## src/rtl/exec_trace_buffer.sv

```systemverilog
// rtl/exec_trace_buffer.sv - timestamped capture FIFO for core register-file writes and data-memory accesses
module exec_trace_buffer #(
  parameter  int DEPTH  = 16,
  parameter  int TS_W   = 16,
  parameter  int ADDR_W = 9,
  parameter  int DATA_W = 32,
  parameter  int REG_W  = 5,
  localparam int CNT_W  = $clog2(DEPTH + 1),
  localparam int PTR_W  = $clog2(DEPTH)
) (
  input  logic              clk,
  input  logic              reset,
  input  logic              reg_write_sig,
  input  logic [REG_W-1:0]  reg_num,
  input  logic [DATA_W-1:0] reg_data,
  input  logic              wr,
  input  logic              rd,
  input  logic [ADDR_W-1:0] addr,
  input  logic [DATA_W-1:0] wr_data,
  input  logic [DATA_W-1:0] rd_data,
  input  logic [2:0]        en_mask,
  input  logic              overwrite_mode,
  input  logic              clear,
  output logic              out_valid,
  input  logic              out_ready,
  output logic [3:0]        out_kind,
  output logic [TS_W-1:0]   out_ts,
  output logic [REG_W-1:0]  out_reg_num,
  output logic [DATA_W-1:0] out_reg_data,
  output logic [ADDR_W-1:0] out_addr,
  output logic [DATA_W-1:0] out_mem_data,
  output logic [CNT_W-1:0]  count,
  output logic              full,
  output logic              empty,
  output logic [15:0]       drop_count
);

  logic [3:0]        kind_mem [DEPTH];
  logic [TS_W-1:0]   ts_mem   [DEPTH];
  logic [REG_W-1:0]  rnum_mem [DEPTH];
  logic [DATA_W-1:0] rdat_mem [DEPTH];
  logic [ADDR_W-1:0] addr_mem [DEPTH];
  logic [DATA_W-1:0] mdat_mem [DEPTH];

  logic [PTR_W-1:0] rd_ptr, wr_ptr;
  logic [CNT_W-1:0] count_q;
  logic [15:0]      drop_q;
  logic [TS_W-1:0]  ts_q;

  logic              ev_reg, ev_mwr, ev_mrd, ev_conf, ev_mem;
  logic [3:0]        new_kind;
  logic [REG_W-1:0]  new_rnum;
  logic [DATA_W-1:0] new_rdat, new_mdat;
  logic [ADDR_W-1:0] new_addr;
  logic              push, pop, is_full, blocked, do_write, do_evict, cnt_inc, cnt_dec;

  always_comb begin
    ev_reg   = reg_write_sig & en_mask[0];
    ev_mwr   = wr & ~rd & en_mask[1];
    ev_mrd   = rd & ~wr & en_mask[2];
    ev_conf  = wr & rd & (en_mask[1] | en_mask[2]);
    ev_mem   = ev_mwr | ev_mrd | ev_conf;
    new_kind = {ev_conf, ev_mrd, ev_mwr, ev_reg};
    new_rnum = ev_reg ? reg_num : '0;
    new_rdat = ev_reg ? reg_data : '0;
    new_addr = ev_mem ? addr : '0;
    new_mdat = '0;
    if (ev_mwr || ev_conf) new_mdat = wr_data;
    else if (ev_mrd)       new_mdat = rd_data;
  end

  // A full FIFO with no pop either drops the newcomer or evicts the head to make room.
  always_comb begin
    is_full  = (count_q == CNT_W'(DEPTH));
    push     = (|new_kind) & ~clear;
    pop      = (count_q != '0) & out_ready & ~clear;
    blocked  = push & ~pop & is_full;
    do_write = push & (~blocked | overwrite_mode);
    do_evict = blocked & overwrite_mode;
    cnt_inc  = do_write & ~pop & ~do_evict;
    cnt_dec  = pop & ~do_write;
  end

  always_ff @(posedge clk or negedge reset) begin
    if (!reset) begin
      rd_ptr  <= '0;
      wr_ptr  <= '0;
      count_q <= '0;
      drop_q  <= '0;
      ts_q    <= '0;
    end else if (clear) begin
      rd_ptr  <= '0;
      wr_ptr  <= '0;
      count_q <= '0;
      drop_q  <= '0;
      ts_q    <= '0;
    end else begin
      ts_q <= ts_q + 1'b1;
      if (do_write)            wr_ptr <= wr_ptr + 1'b1;
      if (pop || do_evict)     rd_ptr <= rd_ptr + 1'b1;
      if (cnt_inc)             count_q <= count_q + 1'b1;
      else if (cnt_dec)        count_q <= count_q - 1'b1;
      if (blocked && drop_q != 16'hFFFF) drop_q <= drop_q + 1'b1;
    end
  end

  // Payload storage needs no reset: nothing is presented unless count is non-zero.
  always_ff @(posedge clk) begin
    if (do_write) begin
      kind_mem[wr_ptr] <= new_kind;
      ts_mem[wr_ptr]   <= ts_q;
      rnum_mem[wr_ptr] <= new_rnum;
      rdat_mem[wr_ptr] <= new_rdat;
      addr_mem[wr_ptr] <= new_addr;
      mdat_mem[wr_ptr] <= new_mdat;
    end
  end

  assign out_valid    = (count_q != '0);
  assign empty        = ~out_valid;
  assign full         = is_full;
  assign count        = count_q;
  assign drop_count   = drop_q;
  assign out_kind     = out_valid ? kind_mem[rd_ptr] : '0;
  assign out_ts       = out_valid ? ts_mem[rd_ptr]   : '0;
  assign out_reg_num  = out_valid ? rnum_mem[rd_ptr] : '0;
  assign out_reg_data = out_valid ? rdat_mem[rd_ptr] : '0;
  assign out_addr     = out_valid ? addr_mem[rd_ptr] : '0;
  assign out_mem_data = out_valid ? mdat_mem[rd_ptr] : '0;

endmodule

```

## config.mk

```make
export PLATFORM = sky130hd
export DESIGN_NAME = exec_trace_buffer
export DESIGN_NICKNAME = d
export VERILOG_FILES = /design/src/rtl/exec_trace_buffer.sv
export SDC_FILE = /design/constraint.sdc
export NUM_CORES = 1
export LEC_CHECK = 0
export ABC_AREA = 1
export CAP_MARGIN = 40
export CORE_MARGIN = 2
export CORE_UTILIZATION = 35
export DETAILED_ROUTE_END_ITERATION = 10
export PLACE_DENSITY_LB_ADDON = 0.2
export SLEW_MARGIN = 20
export SYNTH_ARGS = -nofsm -noshare
export SYNTH_HDL_FRONTEND = slang
export SYNTH_SLANG_ARGS = --single-unit
export TNS_END_PERCENT = 10
```

## constraint.sdc

```tcl
create_clock -name clk -period 14.6 [get_ports clk]
set_input_delay 4.38 -clock clk [delete_from_list [all_inputs] [get_ports clk]]
set_output_delay 4.38 -clock clk [all_outputs]
set_load 0.05 [all_outputs]
```

==> results.py <==
metrics = {
    "status": {
        "status": "complete, no violations",
    },
    "place": {
        "dp_hpwl_um": 88500,
        "dp.cells": 7106,
        "dp_slack_ps": 5070,
        "io_buffers": 242,
        "place.gp.congestion": 0.741,
        "dpl_cell_area_um2": 69300,
    },
    "grt": {
        "grt_pass1_vias": 39100,
        "antenna_found_initial": 2,
        "grt_pass1_wl_um": 261000,
        "use_met2_pct": 30.8,
        "grt-busiest-layer": "met2",
        "use_met1_pct": 25.5,
        "grt_overflow": 0,
        "grt_usage_pct": 18.7,
        "grtUsageMet3_pct": 2.74,
        "grt_max_degree": 233,
    },
    "synthesis": {
        "seq_area_frac_synth_pct": 75.6,
        "synth_cells": 4733,
        "synth.distinct_cells": 33,
        "ys_seq_elements": 1613,
        "yosysTopAreaCell": "edfxtp_1",
        "synth_ff_type": "edfxtp_1",
        "ys_warn_count": 0,
        "synth_top_cells_by_count": "1568 x edfxtp_1, 892 x nor2_1, 695 x o21ai_0",
        "post_synth.cell_area_avg_um2": 13.5,
        "synth_area_leaders": "edfxtp_1 74%, o21ai_0 5.5%, nor2_1 5.3%",
        "syn_area_um2": 63800,
        "syn-num-nets": 4866,
        "yosysMostFrequentCell": "edfxtp_1",
        "synth_edf_count": 1568,
        "async_flop_share_pct": 2.79,
        "netlist.area_leader.share_pct": 73.8,
    },
    "clocking": {
        "postCtsSetupBuffers": 0,
        "clk_pin_slew_ps": 60,
        "h-tree-depth": 4,
        "cts_tree": "built",
        "numCtsBuffers": 169,
        "cts_hold_repair.buffers": 0,
        "clock_latency_ps": 820,
        "cts-resized-gates": 0,
        "clkSinkCount": 1613,
        "ctsLongestPathBuffers": 3,
        "cts_root_buffer": "clkbuf_16",
    },
    "critical_path": {
        "worst_setup_path_start_kind": "flip-flop",
        "crit_end": "out_reg_data[30]",
        "crit_fanout": 224,
        "end_kind": "output port",
        "reg2reg_from": "count[0]$_DFFE_PN0P_",
        "crit_arrival_ps": 5600,
        "worstSetupStartpoint": "rd_ptr[0]$_DFFE_PN0P_",
        "r2r_end": "rdat_mem[9][11]$_DFFE_PP_",
        "r2r_setup_slack_ps": 10810,
        "reg2regPathDepth": 9,
        "crit_type": "flip-flop to output port",
        "required_ps": 10220,
    },
    "cells_and_area": {
        "finish.utilization_pct": 41.4,
        "layout.nets": 5056,
        "fill_cells": 16400,
        "final_layout_size_suffix_gt1_share_pct": 8.06,
        "syn2layout_area_growth_pct": 17.6,
        "post-route-cell-area_um2": 75000,
        "stdcell_count": 7432,
    },
    "route": {
        "detail-route-antenna-nets": 0,
        "wl_um": 176000,
        "detail_route.first_pass.iterations": 6,
        "vias_per_cell": 5.37,
        "drtIter0Drc": 3352,
        "drc_errors": 0,
        "routedWlPerCell_um": 23.7,
        "num_vias": 39900,
    },
    "sta": {
        "rsz0062_at_grt": "false",
        "slew_headroom_pct": 13.3,
        "layout_setup_ws_ps": 4620,
        "fin_crit_ps": 9980,
        "setup_viol": 0,
        "fin_crit_sh_pct": 68.3,
        "slew_violations": 0,
        "max_freq_mhz": 100,
        "tns_ps": 0,
        "finalHoldViolations": 0,
        "clock_skew_ps": 23.4,
        "tightest_slew_ps": 1300,
    },
    "power_and_ir_drop": {
        "vdd_ir_drop_max_uv": 141,
        "powerDensity_nw_per_um2": 163,
        "power.leakage_nw": 24.2,
    },
    "floorplan": {
        "top_level_ports": 243,
        "start_util_pct": 35.2,
        "rows": 156,
        "die-height_um": 431,
        "dieArea_um2": 186000,
        "placeableCoreArea_um2": 181000,
        "die_w_um": 431,
    },
    "hold_path": {
        "hp-start": "drop_count[1]$_DFFE_PN0P_",
        "hp-class": "flip-flop to flip-flop",
    },
    "run": {
        "maxCapViolations": 0,
    },
}
[final cells by class]
cell class | instances | area (µm²) | area share (%)
Clock buffer | 222 | 4660 | 6.21
Antenna cell | 2 | 5.00 | 0.00668
Clock inverter | 86 | 831 | 1.11
Tap cell | 2370 | 2970 | 3.96
Timing Repair Buffer | 371 | 4080 | 5.44
Sequential cell | 1613 | 48200 | 64.3
Inverter | 84 | 340 | 0.454
Multi-Input combinational cell | 2684 | 13900 | 18.5
[per-layer routing]
| layer | up-vias | share of wire (%) |
|---|---|---|
| met5 | - | 0 |
| met4 | 0 | 2.8 |
| met3 | 266 | 4.9 |
| met2 | 1107 | 48 |
| met1 | 20200 | 44 |
| li1 | 18300 | - |
[state kept, by name, summed over array words and instances (netlist names)]
name        flops
ts_q           16
rnum_mem       80
addr_mem      144
count           5
drop_count     16
wr_ptr          4
kind_mem       64
rd_ptr          4
mdat_mem      512
rdat_mem      512
ts_mem        256
[kinds of logic after synthesis]
group	Yosys count	synth area share [%]
XOR/XNOR	15	0.206
flip-flops	1613	75.6
buffers and inverters	436	2.86
adder cells (fa/ha/maj)	12	0.247
AND/OR/NAND/NOR	1155	6.96
AO/OA/AOI/OAI	1502	14.1
[worst max-delay path: stages, from the launching register on]
cell and delay, ps:
dfrtp_4 680, buf_12 590, buf_4 490, buf_4 400, buf_16 310, o21ai_0 160
o221ai_1 250, o211ai_1 130, a21oi_1 640, clkdlybuf4s50_1 940
[where the power goes]
part	leakage (nW)	switching, mW	internal, mW
logic	6.38	1.97	0.739
clock network	2.70	1.77	2.51
registers	15.1	0.0551	5.22
[how the worst min path moves through the flow]
| stage | end | slack, ps | cells past startpoint |
|---|---|---|---|
| 2_1_floorplan | wr_ptr[2]$_DFFE_PN0P_ | 550 | 2 |
| 3_3_place_gp | drop_count[1]$_DFFE_PN0P_ | 540 | 2 |
| 4_1_cts | drop_count[1]$_DFFE_PN0P_ | 550 | 2 |
| 3_5_place_dp | drop_count[1]$_DFFE_PN0P_ | 540 | 2 |
| 6_report | drop_count[1]$_DFFE_PN0P_ | 540 | 2 |
| 5_1_grt | drop_count[1]$_DFFE_PN0P_ | 580 | 2 |
[placed cells by master (no fill, tap or decap), drive strengths merged, types with 10 or more instances in the layout]
master and count:
xor2 13, nand2 201, inv 88, clkdlybuf4s50 241, o211ai 196, clkinv 65
dfrtp 45, o22ai 196, nor3 10, edfxtp 1568, clkbuf 222, o21ai 797
bufinv 15, a21oi 112, buf 130, nand4 11, nand3 35, nor2 895
ha 11, o221ai 196
[per-stage QoR]
step / hold slack (ps) / total power, mW
after floorplan: 553 / 7.04
after global placement: 543 / 8.05
after detailed placement: 536 / 8.11
after CTS: 553 / 12.4
after global routing: 579 / 12.7
final: 543 / 12.3
(Power assumes the default switching activity.)
